**src/rtl/nts_verify_sequencer.sv**
```systemverilog
// Command sequencer for the NTS AES-SIV verify engine: copies AD, nonce and tag from the RX buffer, then runs verify.
// Optional per-op watchdog enabled by defining NTS_VERIFY_SEQUENCER_TIMEOUT_EN.
module nts_verify_sequencer #(
    parameter int ADDR_WIDTH   = 8,
    parameter int TIMEOUT_BITS = 16
) (
    input  logic                  i_areset,
    input  logic                  i_clk,
    input  logic                  i_start,
    input  logic                  i_abort,
    input  logic [ADDR_WIDTH+2:0] i_ad_addr,
    input  logic [9:0]            i_ad_bytes,
    input  logic [ADDR_WIDTH+2:0] i_nonce_addr,
    input  logic [ADDR_WIDTH+2:0] i_tag_addr,
    output logic                  o_busy,
    output logic                  o_done,
    output logic                  o_verify_ok,
    output logic                  o_error,
    output logic                  o_op_copy_rx_ad,
    output logic                  o_op_copy_rx_nonce,
    output logic                  o_op_copy_rx_tag,
    output logic                  o_op_verify,
    output logic [ADDR_WIDTH+2:0] o_copy_rx_addr,
    output logic [9:0]            o_copy_rx_bytes,
    input  logic                  i_vs_busy,
    input  logic                  i_vs_tag_ok
);

    typedef enum logic [3:0] {
        IDLE,
        CHECK,
        ISSUE_AD,
        WAIT_AD,
        ISSUE_NONCE,
        WAIT_NONCE,
        ISSUE_TAG,
        WAIT_TAG,
        ISSUE_VERIFY,
        WAIT_VERIFY,
        FINISH
    } state_t;

    state_t                state_q;
    logic [ADDR_WIDTH+2:0] adAddr_q;
    logic [9:0]            adBytes_q;
    logic [ADDR_WIDTH+2:0] nonceAddr_q;
    logic [ADDR_WIDTH+2:0] tagAddr_q;
    logic                  opAd_q;
    logic                  opNonce_q;
    logic                  opTag_q;
    logic                  opVerify_q;
    logic [ADDR_WIDTH+2:0] copyAddr_q;
    logic [9:0]            copyBytes_q;
    logic                  done_q;
    logic                  verifyOk_q;
    logic                  error_q;

    logic paramBad;
    logic opPending;
    logic timeoutHit;

    if (TIMEOUT_BITS < 2) begin : gBadTimeoutBits
        $error("TIMEOUT_BITS must be at least 2");
    end

    assign paramBad = (adBytes_q == 10'd0) || (adBytes_q[2:0] != 3'd0) ||
                      (adAddr_q[2:0] != 3'd0) || (nonceAddr_q[2:0] != 3'd0) ||
                      (tagAddr_q[2:0] != 3'd0);

    // The op register is high exactly in the first WAIT cycle, before the engine can have raised busy.
    assign opPending = opAd_q | opNonce_q | opTag_q | opVerify_q;

`ifdef NTS_VERIFY_SEQUENCER_TIMEOUT_EN
    state_t                  prevState_q;
    logic [TIMEOUT_BITS-1:0] timer_q;
    logic [TIMEOUT_BITS-1:0] timerNow;
    logic                    inOpState;

    assign inOpState  = (state_q inside {ISSUE_AD, WAIT_AD, ISSUE_NONCE, WAIT_NONCE,
                                         ISSUE_TAG, WAIT_TAG, ISSUE_VERIFY, WAIT_VERIFY});
    assign timerNow   = (state_q != prevState_q) ? '0 : timer_q;
    assign timeoutHit = inOpState && (timerNow == '1);

    // Watchdog restarts from zero on every state change, so each ISSUE/WAIT state gets its own budget.
    always_ff @(posedge i_clk or posedge i_areset) begin
        if (i_areset) begin
            prevState_q <= IDLE;
            timer_q     <= '0;
        end else begin
            prevState_q <= state_q;
            timer_q     <= timerNow + 1'b1;
        end
    end
`else
    assign timeoutHit = 1'b0;
`endif

    always_ff @(posedge i_clk or posedge i_areset) begin
        if (i_areset) begin
            state_q     <= IDLE;
            adAddr_q    <= '0;
            adBytes_q   <= '0;
            nonceAddr_q <= '0;
            tagAddr_q   <= '0;
            opAd_q      <= 1'b0;
            opNonce_q   <= 1'b0;
            opTag_q     <= 1'b0;
            opVerify_q  <= 1'b0;
            copyAddr_q  <= '0;
            copyBytes_q <= '0;
            done_q      <= 1'b0;
            verifyOk_q  <= 1'b0;
            error_q     <= 1'b0;
        end else begin
            opAd_q      <= 1'b0;
            opNonce_q   <= 1'b0;
            opTag_q     <= 1'b0;
            opVerify_q  <= 1'b0;
            copyAddr_q  <= '0;
            copyBytes_q <= '0;
            done_q      <= 1'b0;

            if ((state_q != IDLE) && i_abort) begin
                state_q <= IDLE;
            end else if (timeoutHit) begin
                error_q    <= 1'b1;
                verifyOk_q <= 1'b0;
                done_q     <= 1'b1;
                state_q    <= FINISH;
            end else begin
                case (state_q)
                    IDLE: begin
                        if (i_start) begin
                            adAddr_q    <= i_ad_addr;
                            adBytes_q   <= i_ad_bytes;
                            nonceAddr_q <= i_nonce_addr;
                            tagAddr_q   <= i_tag_addr;
                            verifyOk_q  <= 1'b0;
                            error_q     <= 1'b0;
                            state_q     <= CHECK;
                        end
                    end
                    CHECK: begin
                        if (paramBad) begin
                            error_q <= 1'b1;
                            done_q  <= 1'b1;
                            state_q <= FINISH;
                        end else begin
                            state_q <= ISSUE_AD;
                        end
                    end
                    ISSUE_AD: begin
                        if (!i_vs_busy) begin
                            opAd_q      <= 1'b1;
                            copyAddr_q  <= adAddr_q;
                            copyBytes_q <= adBytes_q;
                            state_q     <= WAIT_AD;
                        end
                    end
                    WAIT_AD: begin
                        if (!opPending && !i_vs_busy) state_q <= ISSUE_NONCE;
                    end
                    ISSUE_NONCE: begin
                        if (!i_vs_busy) begin
                            opNonce_q   <= 1'b1;
                            copyAddr_q  <= nonceAddr_q;
                            copyBytes_q <= 10'd16;
                            state_q     <= WAIT_NONCE;
                        end
                    end
                    WAIT_NONCE: begin
                        if (!opPending && !i_vs_busy) state_q <= ISSUE_TAG;
                    end
                    ISSUE_TAG: begin
                        if (!i_vs_busy) begin
                            opTag_q     <= 1'b1;
                            copyAddr_q  <= tagAddr_q;
                            copyBytes_q <= 10'd16;
                            state_q     <= WAIT_TAG;
                        end
                    end
                    WAIT_TAG: begin
                        if (!opPending && !i_vs_busy) state_q <= ISSUE_VERIFY;
                    end
                    ISSUE_VERIFY: begin
                        if (!i_vs_busy) begin
                            opVerify_q <= 1'b1;
                            state_q    <= WAIT_VERIFY;
                        end
                    end
                    WAIT_VERIFY: begin
                        if (!opPending && !i_vs_busy) begin
                            verifyOk_q <= i_vs_tag_ok;
                            done_q     <= 1'b1;
                            state_q    <= FINISH;
                        end
                    end
                    FINISH: begin
                        state_q <= IDLE;
                    end
                    default: begin
                        state_q <= IDLE;
                    end
                endcase
            end
        end
    end

    assign o_busy             = (state_q != IDLE);
    assign o_done             = done_q;
    assign o_verify_ok        = verifyOk_q;
    assign o_error            = error_q;
    assign o_op_copy_rx_ad    = opAd_q;
    assign o_op_copy_rx_nonce = opNonce_q;
    assign o_op_copy_rx_tag   = opTag_q;
    assign o_op_verify        = opVerify_q;
    assign o_copy_rx_addr     = copyAddr_q;
    assign o_copy_rx_bytes    = copyBytes_q;

endmodule

```
**config.mk**
```make
export PLATFORM = sky130hd
export DESIGN_NAME = nts_verify_sequencer
export DESIGN_NICKNAME = d
export VERILOG_FILES = /design/src/rtl/nts_verify_sequencer.sv
export SDC_FILE = /design/constraint.sdc
export NUM_CORES = 1
export LEC_CHECK = 0
export ABC_CLOCK_PERIOD_IN_PS = 4100
export CAP_MARGIN = 25
export CORE_UTILIZATION = 52
export CTS_CLUSTER_DIAMETER = 50
export DETAILED_ROUTE_END_ITERATION = 10
export PLACE_DENSITY = 0.84
export SLEW_MARGIN = 20
export SYNTH_ARGS = -nofsm -noshare
export SYNTH_HDL_FRONTEND = slang
export SYNTH_SLANG_ARGS = --single-unit
```
**constraint.sdc**
```tcl
create_clock -name i_clk -period 4.1 [get_ports i_clk]
set_input_delay 0.82 -clock i_clk [delete_from_list [all_inputs] [get_ports i_clk]]
set_output_delay 0.82 -clock i_clk [all_outputs]
set_load 0.005 [all_outputs]
```
==> results.md, run 1 <==
- Result of the run: completed
- Post-Synthesis Mean Instance Area: 13.8 sq um
- Worst-path fanout max: 16
- Final hold violation count: 0
- Clock H-tree levels: 3
- Worst Tran Pin Value: 0.809 ns
- IO Port Bufs: 77
- Final-layout setup total negative slack: 0 ns
- Mapped Area: 3020 sq um
- Hold bufs inserted after CTS: 0
- Remaining routing DRC violations: 0
- Data required time at the worst endpoint: 3.28 ns
- Final setup violation count: 0
- Average routed wire per standard cell: 16.5 microns
- Die W: 78.2 microns
- Period utilization: 69.1%
- Slew Limit Fails: 0
- Post-synth EDFFs: 0
- Worst Skew: 0.00635 ns
- Cells traversed along the worst timing path: nor4_4, inv_1, clkdlybuf4s50_1
- Count of synthesis-stage warnings from yosys: 0
- Post-Synthesis Net Count: 267
- Setup crit start kind: register
- Vias in the first global route: 2140
- Diodes inserted: 0
- Max Fclk: 0.353 GHz
- Number of nets with antenna violations after routing: 0
- TritonCTS clock tree: yes
- Resize count post-CTS: 0
- Proportion of netlist area held by the largest area contributor: 62.2%
- Part of the Yosys area used for sequential elements: 62.2%
- Number of buffers on the longest clock path: 2
- Flop and latch count out of synthesis: 75
- Number of cells produced by synthesis: 218
- Count of max-cap constraint violations: 0
- Top post-synthesis cells by count: dfrtp_1, mux2_2, nor2_1, a222oi_1, and2_1
- Combined global-route utilization of all metal layers: 22.4%
- Area leader, netlist: dfrtp_1
- Initial antenna violation count: 0
- Max VDD drop: 0.359 mV
- Clock transition at the register clock pins on the worst setup and hold paths after CTS: 0.08 ns
- Vias per Instance: 5.55
- Number of buffers inserted during clock tree synthesis: 9
- Cell row count: 27
- Leftover overflow at the end of global routing: 0
- Critical path class: register to primary output
- 1st-iter DRT viols: 166
- Unrepaired setup endpoints after global routing: false
- Power per Cell Area: 597 nW/um^2
- Most instantiated library cell after synthesis: dfrtp_1
- Initial Utilization: 54.4%
- Wirelength, routed: 6180 microns
- Worst path slowest cell: dfrtp_1
- HPWL after DPL: 4360 microns
- First-pass DRT Iterations: 4
- Final weighted congestion of routability-driven global placement: 0.826
- Cells taking the most area after synthesis: dfrtp_1, mux2_2, a222oi_1
- Hold crit path type: register to register
- Fraction of final layout cells with drive strength greater than 1: 23.8%
- Cell at the root of the clock tree: clkbuf_8
- Count of vias placed by the detailed router: 2083
- Number of library cell types mapped by synthesis: 39
- Total leakage power: 1.68 nW
- Clock sinks: 75
- Worst stage delay on the critical path: 0.58 ns
- Number of fillers in the final layout: 385
- Count of nets after finishing: 347
- Wire length of the first global-routing pass: 10300 microns
- Buffers inserted during post-CTS setup optimization: 0
- Min Clock Period, post-route: 2.83 ns
- Clock latency on the worst-skew pair: 0.34 ns
- Pin count of the biggest net entering global routing: 41
- Core area: 5540 sq um
- Most used flip-flop cell after synthesis: dfrtp_1
- Die height: 78.2 microns
- Type of element capturing the critical path: primary output
- Arrival time reported for the critical path endpoint: 2.01 ns
- # IOs: 78
- Final worst-path setup slack: 1.27 ns
- Die area: 6110 sq um
- Relative slew slack: 45.9%
- Signed area change from the synthesized netlist to the final layout: 33.7%
- Async set-reset flop share out of synthesis: 100%
- Worst slack after detailed placement: 1.21 ns
-- cells in the final DEF (no fill, tap or decap), types with 2 or more instances in the layout --
master,count
a222oi_1,11
and2_1,11
buf_4,5
clkbuf_8,9
clkdlybuf4s50_1,77
clkinv_2,2
clkinvlp_4,2
dfrtp_1,75
inv_1,2
inv_6,2
mux2_2,43
nand2_1,5
nor2_1,16
nor3_1,4
nor4_1,4
o21ai_0,4
or4_1,3
-- final timing paths --
check	cells after the start	slack (ns)	start	to
hold / removal	2	0.50	o_error	o_error
min in group asynchronous	2	0.73	i_areset	o_copy_rx_addr[4]
setup reg to reg	5	1.82	state_q[0]	state_q[1]
hold reg to reg	2	0.50	o_error	o_error
max in group asynchronous	3	2.62	i_areset	o_op_copy_rx_tag
setup / recovery	3	1.27	state_q[0]	o_busy
-- kinds of logic after synthesis --
logic type	share of synthesized area, %
buf+inv	2.49
xor+xnor	0.291
simple gates	10.5
mux	16.1
flops	62.2
compound gates	8.38
-- worst max-delay path, delay by kind of cell, from the launching register on --
kind,cells,cell delay [ns]
AND/OR/NAND/NOR,1,0.41
flip-flops,1,0.58
buffers and inverters,2,0.68
-- final cells by class --
class / count / area (sq um) / share of cell area (%)
tap: 72 / 90.1 / 2.23
inverter: 3 / 11.3 / 0.279
clock buffer: 9 / 124 / 3.07
multi-input combinational: 127 / 1070 / 26.5
clock inverter: 7 / 51.3 / 1.27
sequential: 75 / 1880 / 46.6
timing repair buffer: 82 / 808 / 20.0
-- metal layers --
metal  global-route usage [%]  routed length, microns  vias to the layer above
li1                         -                       -                      967
met1                     29.2                    2600                     1034
met2                     35.5                    3140                       76
met3                     6.16                     384                        6
met4                     8.89                      60                        0
met5                        0                       0                        -
-- flip-flops by register name, indices dropped and copies added, names as in the netlist --
signal / cells
o_verify_ok: 1
o_copy_rx_bytes: 10
tagAddr_q: 11
state_q: 4
o_copy_rx_addr: 11
nonceAddr_q: 11
o_op_copy_rx_tag: 1
o_op_copy_rx_ad: 1
o_error: 1
o_op_copy_rx_nonce: 1
adAddr_q: 11
o_op_verify: 1
adBytes_q: 10
o_done: 1
-- metrics by stage --
stage               utilization [%]  area [sq um]  hold WS [ns]  cells  power [mW]
floorplan                         -          3020         0.462    218        1.69
global placement               69.6          3860         0.476    359        1.89
detailed placement             69.6          3860         0.489    359        1.93
CTS                            72.8          4030         0.507    375        2.43
global route                   72.8          4030         0.518    375        2.55
finish                         72.8          4030         0.500    375        2.41
-- report_power, final --
| group | internal, mW | switching [mW] | leakage, nW |
|---|---|---|---|
| Sequential | 0.993 | 0.191 | 0.946 |
| Combinational | 0.433 | 0.289 | 0.647 |
| Clock | 0.222 | 0.279 | 0.0860 |
Note: power is estimated with default switching activity, not from simulation.
==> inputs of run 2 (changes only) <==
--- a/config.mk
+++ b/config.mk
@@ -5,12 +5,12 @@
 export SDC_FILE = /design/constraint.sdc
 export NUM_CORES = 1
 export LEC_CHECK = 0
-export ABC_CLOCK_PERIOD_IN_PS = 4100
+export ABC_CLOCK_PERIOD_IN_PS = 2600
 export CAP_MARGIN = 25
-export CORE_UTILIZATION = 52
+export CORE_UTILIZATION = 44
 export CTS_CLUSTER_DIAMETER = 50
 export DETAILED_ROUTE_END_ITERATION = 10
-export PLACE_DENSITY = 0.84
+export PLACE_DENSITY = 0.76
 export SLEW_MARGIN = 20
 export SYNTH_ARGS = -nofsm -noshare
 export SYNTH_HDL_FRONTEND = slang
==> constraint.sdc (replaced) <==
create_clock -name i_clk -period 2.6 [get_ports i_clk]
set_input_delay 0.52 -clock i_clk [delete_from_list [all_inputs] [get_ports i_clk]]
set_output_delay 0.52 -clock i_clk [all_outputs]
set_load 0.005 [all_outputs]
==> run 2 against run 1 <==
The flow now finishes with violations (design-rule violations). Core utilization is 8.9 points lower. Global-route usage shrank 2.7 points. Worst hold slack worse by 0.018 ns. Sequential power up 56%. Critical endpoint unchanged.
==> results.md, run 2 (synthesis results as in run 1) <==
- Worst stage delay on the critical path: 0.50 ns (-0.08 ns)
- Hold bufs inserted after CTS: 0 (unchanged)
- Final hold violation count: 0 (unchanged)
- Max VDD drop: 0.544 mV (+52%)
- Initial Utilization: 46.4% (-8.0 points)
- Worst r2r dst: state_q[1]
- Clock latency on the worst-skew pair: 0.34 ns (about the same)
- Resize count post-CTS: 0 (unchanged)
- Relative slew slack: 66.5% (+21 points)
- Slew Limit Fails: 0 (unchanged)
- Relative contribution of the clock network to total power: 25.2% (+4.4 points)
- Diodes inserted: 0 (unchanged)
- Number of fillers in the final layout: 510 (+32%)
- Result of the run: finished, violations left
- Number of non-filler instances in the completed layout: 385 (+2.7%)
- Core Util, Final: 63.9% (-8.9 points)
- Wirelength, routed: 6210 microns (+0.42%)
- Worst r2r src: state_q[1]
- Remaining routing DRC violations: 7 (+7)
- Vias per Instance: 5.48 (-1.3%)
- Data required time at the worst endpoint: 2.08 ns (-1.20 ns)
- Final-layout setup total negative slack: 0 ns (unchanged)
- 1st-iter DRT viols: 166 (unchanged)
- Clock sinks: 75 (unchanged)
- Arrival time reported for the critical path endpoint: 1.92 ns (-0.09 ns)
- Fraction of final layout cells with drive strength greater than 1: 25.0% (+1.2 points)
- Hold crit path type: register to register
- Signed area change from the synthesized netlist to the final layout: 37.6%
- Count of vias placed by the detailed router: 2111 (+1.3%)
- Share of total power in combinational logic: 29.5% (-0.5 points)
- Total leakage power: 1.74 nW (+3.6%)
- Most frequent standard cell in the layout excluding fill and tap cells: clkdlybuf4s50_1
- Hold depth: 2 (unchanged)
- Average routed wire per standard cell: 16.1 microns (-2.2%)
- Max Fclk: 0.410 GHz
- Area used by sequential logic in the layout: 1880 sq um (unchanged)
- Leftover overflow at the end of global routing: 0 (unchanged)
- Combined global-route utilization of all metal layers: 19.6% (-2.7 points)
- Worst reg2reg setup slack: 0.57 ns (-1.25 ns)
- IO Port Bufs: 77 (unchanged)
- Cell row count: 29 (+7.4%)
- Vias in the first global route: 2163 (+1.1%)
- Worst path slowest cell: dfrtp_1
- Critical path class: register to primary output
- Buffers inserted during post-CTS setup optimization: 0 (unchanged)
- Pin count of the biggest net entering global routing: 42 (+2.4%)
- Placed cell count: 369 (+2.8%)
- Cells traversed along the worst timing path: nor4_4, inv_1, clkdlybuf4s50_1
- Commonest cells after routing, fill and taps aside: clkdlybuf4s50_1, dfrtp_1, mux2_2
- Core area: 6490 sq um (+17%)
- Period utilization: 93.9%
- Count of nets after finishing: 352 (+1.4%)
- Sequential group share of total power: 45.3% (-3.9 points)
- Number of buffers on the longest clock path: 2 (unchanged)
- Worst-path fanout max: 9 (-7)
- Wire length of the first global-routing pass: 10700 microns (+4.1%)
- Cell at the root of the clock tree: clkbuf_8
- Unrepaired setup endpoints after global routing: false
- # IOs: 78 (unchanged)
- Worst Skew: 0.00665 ns (+0.000301 ns)
- Placed Area: 3910 sq um (+1.5%)
- Clock transition at the register clock pins on the worst setup and hold paths after CTS: 0.08 ns (about the same)
- HPWL after DPL: 4370 microns (+0.22%)
- Initial antenna violation count: 0 (unchanged)
- Power per Cell Area: 979 nW/um^2 (+64%)
- Area taken by multi-input logic gates: 1070 sq um (unchanged)
- Net load switching power: 1.20 mW (+58%)
- Total internal power: 2.87 mW (+74%)
- Setup crit start kind: register
- Worst hold endpoint: o_error
- Min Clock Period, post-route: 2.44 ns
- Worst slack after detailed placement: 0.413 ns (-0.801 ns)
- Count of max-cap constraint violations: 0 (unchanged)
- Type of element capturing the critical path: primary output
- First-pass DRT Iterations: 8 (+4)
- Die area: 7190 sq um (+18%)
- Final worst-path setup slack: 0.159 ns (-1.11 ns)
- Switching share of total power: 29.4% (-2.1 points)
- Final standard cell area without fillers: 4150 sq um (+2.9%)
- Die height: 84.8 microns (+8.5%)
- Worst Tran Pin Value: 0.502 ns (-0.307 ns)
- Clock H-tree levels: 3 (unchanged)
- Final weighted congestion of routability-driven global placement: 0.852 (+3.1%)
- Number of cells on the worst reg-to-reg path: 5 (unchanged)
- Final setup violation count: 0 (unchanged)
- Failing checks: design-rule violations
- Die W: 84.8 microns (+8.5%)
- Number of buffers inserted during clock tree synthesis: 9 (unchanged)
- Number of nets with antenna violations after routing: 0 (unchanged)
- Hold path startpoint: o_error
- TritonCTS clock tree: yes
run 2: power groups by stage:
stage                     registers [mW]  logic (mW)  clock network (mW)
after floorplan                     1.76       0.913                   0
after global placement              1.85        1.17                   0
after detailed placement            1.86        1.20                   0
after CTS                           1.84        1.21                1.05
after global routing                1.89        1.31                1.10
final                               1.84        1.20                1.02
run 2: through the flow:
step | hold slack, ns | power, mW
floorplan | 0.462 | 2.67
global placement | 0.471 | 3.02
detailed placement | 0.472 | 3.06
CTS | 0.490 | 4.10
global route | 0.522 | 4.31
finish | 0.482 | 4.06
run 2: final cells by class:
type / instances / area share, %
Sequential cell: 75 / 45.2
Multi-Input combinational cell: 127 / 25.8
Timing Repair Buffer: 87 / 20.7
Clock buffer: 11 / 3.65
Tap cell: 77 / 2.32
Clock inverter: 5 / 2.05
Inverter: 3 / 0.271
run 2: worst max-delay path, delay by kind of cell, from the launching register on:
kind,cells,cell delay [ns]
and+or+nand+nor,1,0.38
DFF,1,0.50
buffers and inverters,2,0.69
run 2: metal layers:
| metal | wire [microns] | share of wire, % | GRT usage, % |
|---|---|---|---|
| met3 | 398 | 6.4 | 6.00 |
| met1 | 2740 | 44 | 26.8 |
| met4 | 32 | 0.52 | 7.86 |
| met5 | 0 | 0 | 0 |
| met2 | 3040 | 49 | 29.6 |
run 2: how the worst max path moves through the flow:
stage | startpoint | to | slack, ns | cells past startpoint
after global routing | state_q[1] | o_busy | 0.07 | 3
after detailed placement | i_vs_busy | o_copy_rx_addr[0] | 0.41 | 6
after floorplan | i_areset | adAddr_q[0] | 0.17 | 1
after global placement | i_vs_busy | o_copy_rx_bytes[2] | 0.44 | 5
final | state_q[1] | o_busy | 0.16 | 3
after CTS | state_q[1] | o_busy | 0.16 | 3
==> inputs of run 3 (changes only) <==
--- a/config.mk
+++ b/config.mk
@@ -7,10 +7,11 @@
 export LEC_CHECK = 0
 export ABC_CLOCK_PERIOD_IN_PS = 2600
 export CAP_MARGIN = 25
+export CORE_MARGIN = 2
 export CORE_UTILIZATION = 44
 export CTS_CLUSTER_DIAMETER = 50
 export DETAILED_ROUTE_END_ITERATION = 10
-export PLACE_DENSITY = 0.76
+export PLACE_DENSITY = 0.73
 export SLEW_MARGIN = 20
 export SYNTH_ARGS = -nofsm -noshare
 export SYNTH_HDL_FRONTEND = slang
==> run 3 against run 2 <==
The flow now finishes without violations. Highest routed layer unchanged. Core utilization shrank 2.0 points. Design area is 0.15% higher. Maximum frequency is 2.0% higher. Combinational power about the same. Critical path depth unchanged. Sequential power barely moved. First-iteration DRC count is 20% lower. Largest cell class unchanged. Flip-flop and latch count did not move.
==> results.md, run 3 (synthesis results as in run 1) <==
- Number of nets with antenna violations after routing: 0 (unchanged)
- Result of the run: completed
- First-pass DRT Iterations: 5 (-3)
- Share of total power in combinational logic: 29.4% (about the same)
- Slew Limit Fails: 0 (unchanged)
- Critical path class: register to primary output
- Total internal power: 2.92 mW (+1.9%)
- TritonCTS clock tree: yes
- Final hold violation count: 0 (unchanged)
- Final standard cell area without fillers: 4160 sq um (+0.15%)
- Max Fclk: 0.418 GHz (+2.0%)
- Count of max-cap constraint violations: 0 (unchanged)
- Period utilization: 92.0% (-1.9 points)
- Unrepaired setup endpoints after global routing: false
- Final-layout setup total negative slack: 0 ns (unchanged)
- Final setup violation count: 0 (unchanged)
- Core Util, Final: 61.8% (-2.0 points)
- Diodes inserted: 0 (unchanged)
- Relative slew slack: 68.9% (+2.4 points)
- Pin count of the biggest net entering global routing: 45 (+7.1%)
- Hold bufs inserted after CTS: 0 (unchanged)
- HPWL after DPL: 4300 microns (-1.6%)
- Cell at the root of the clock tree: clkbuf_8
- Final worst-path setup slack: 0.208 ns (+0.0485 ns)
- Resize count post-CTS: 0 (unchanged)
- Max VDD drop: 0.494 mV (-9.3%)
- Die area: 7530 sq um (+4.8%)
- Average routed wire per standard cell: 16.2 microns (+0.54%)
- Data required time at the worst endpoint: 2.08 ns (about the same)
- Overall power consumption: 4.11 mW (+1.2%)
- Number of buffers on the longest clock path: 2 (unchanged)
- Setup crit start kind: register
- IO Port Bufs: 77 (unchanged)
- Sequential group share of total power: 44.8% (-0.5 points)
- Number of non-filler instances in the completed layout: 386 (+0.26%)
- Placed Area: 3910 sq um (about the same)
- Relative contribution of the clock network to total power: 25.9% (+0.7 points)
- Vias per Instance: 5.36 (-2.2%)
- Worst Tran Pin Value: 0.467 ns (-0.0354 ns)
- Switching share of total power: 29.0% (-0.49 points)
- Count of nets after finishing: 350 (-0.57%)
- Power per Cell Area: 989 nW/um^2 (+1.0%)
- Count of vias placed by the detailed router: 2070 (-1.9%)
- Type of element capturing the critical path: primary output
- Worst Hold Slack: 0.489 ns (+0.00691 ns)
- Final weighted congestion of routability-driven global placement: 0.840 (-1.4%)
- Leftover overflow at the end of global routing: 0 (unchanged)
- Combined global-route utilization of all metal layers: 17.8% (-1.8 points)
- Initial antenna violation count: 0 (unchanged)
- Clock latency on the worst-skew pair: 0.34 ns (about the same)
- Buffers inserted during post-CTS setup optimization: 0 (unchanged)
- Commonest cells after routing, fill and taps aside: clkdlybuf4s50_1, dfrtp_1, mux2_2
- Worst slack after detailed placement: 0.402 ns (-0.0113 ns)
- Vias in the first global route: 2100 (-2.9%)
- Clock sinks: 75 (unchanged)
- Clock transition at the register clock pins on the worst setup and hold paths after CTS: 0.08 ns (about the same)
- Remaining routing DRC violations: 0 (-7)
- Wire length of the first global-routing pass: 10300 microns (-4.4%)
- Most frequent standard cell in the layout excluding fill and tap cells: clkdlybuf4s50_1
- Net load switching power: 1.19 mW (-0.53%)
- Number of buffers inserted during clock tree synthesis: 9 (unchanged)
- Core area: 6720 sq um (+3.4%)
- Total leakage power: 1.73 nW (-0.43%)
- 1st-iter DRT viols: 133 (-20%)
- Worst reg2reg setup slack: 0.79 ns (+0.22 ns)
- Die height: 86.8 microns (+2.4%)
- Die W: 86.8 microns (+2.4%)
- Placed cell count: 370 (+0.27%)
- Wirelength, routed: 6260 microns (+0.81%)
- Signed area change from the synthesized netlist to the final layout: 37.8%
- Arrival time reported for the critical path endpoint: 1.87 ns (-0.05 ns)
- Min Clock Period, post-route: 2.39 ns (-0.0485 ns)
- Fraction of final layout cells with drive strength greater than 1: 24.2% (-0.82 points)
- Hold crit path type: register to register
- Initial Utilization: 44.9% (-1.5 points)
- Worst-path fanout max: 9 (unchanged)
- Cell row count: 30 (+3.4%)
- # IOs: 78 (unchanged)
- Clock H-tree levels: 3 (unchanged)
- Worst Skew: 0.00484 ns (-0.00181 ns)
==> run 3: cell count changes in the layout (fill, tap and decap cells not counted), sizes merged <==
| cell | before | now |
|---|---|---|
| bufinv | 2 | 3 |
| clkbuf | 11 | 10 |
| buf | 10 | 8 |
| clkinv | 2 | 1 |
| clkinvlp | 1 | 2 |
==> run 3: power by group through the flow <==
stage / clock network, mW / registers (mW) / logic, mW
after global placement: 0 / 1.85 / 1.19
after floorplan: 0 / 1.76 / 0.913
final: 1.06 / 1.84 / 1.21
after CTS: 1.09 / 1.84 / 1.22
after global routing: 1.14 / 1.90 / 1.32
after detailed placement: 0 / 1.86 / 1.22
==> run 3: worst max-delay path, stage by stage (launching register included) <==
cell and delay, ns:
dfrtp_1 0.50, nor4_4 0.35, inv_1 0.20, clkdlybuf4s50_1 0.48
==> run 3: path summary, 6_finish.rpt <==
| path | from | to | depth (start not counted) |
|---|---|---|---|
| setup / recovery | state_q[1] | o_busy | 3 |
| hold / removal | adBytes_q[9] | o_copy_rx_bytes[9] | 1 |
| setup reg to reg | state_q[1] | o_copy_rx_bytes[3] | 5 |
| hold reg to reg | adBytes_q[9] | o_copy_rx_bytes[9] | 1 |
| max in group asynchronous | i_areset | tagAddr_q[8] | 3 |
| min in group asynchronous | i_areset | o_copy_rx_bytes[4] | 2 |
==> run 3: area by class of cell <==
class                      count  area [sq um]
tap                           80           100
sequential                    75          1880
clock inverter                 6           114
inverter                       3          11.3
multi-input combinational    127          1070
fill                         525          2560
clock buffer                  10           128
timing repair buffer          85           856
==> run 3: per-layer routing <==
metal | part of all wire (%) | global-route usage [%] | vias to the layer above | routed length (microns)
li1 | - | - | 962 | -
met1 | 43 | 23.2 | 1027 | 2710
met2 | 49 | 28.1 | 70 | 3090
met3 | 6.1 | 5.52 | 11 | 379
met4 | 1.3 | 6.53 | 0 | 83
met5 | 0 | 0 | - | 0
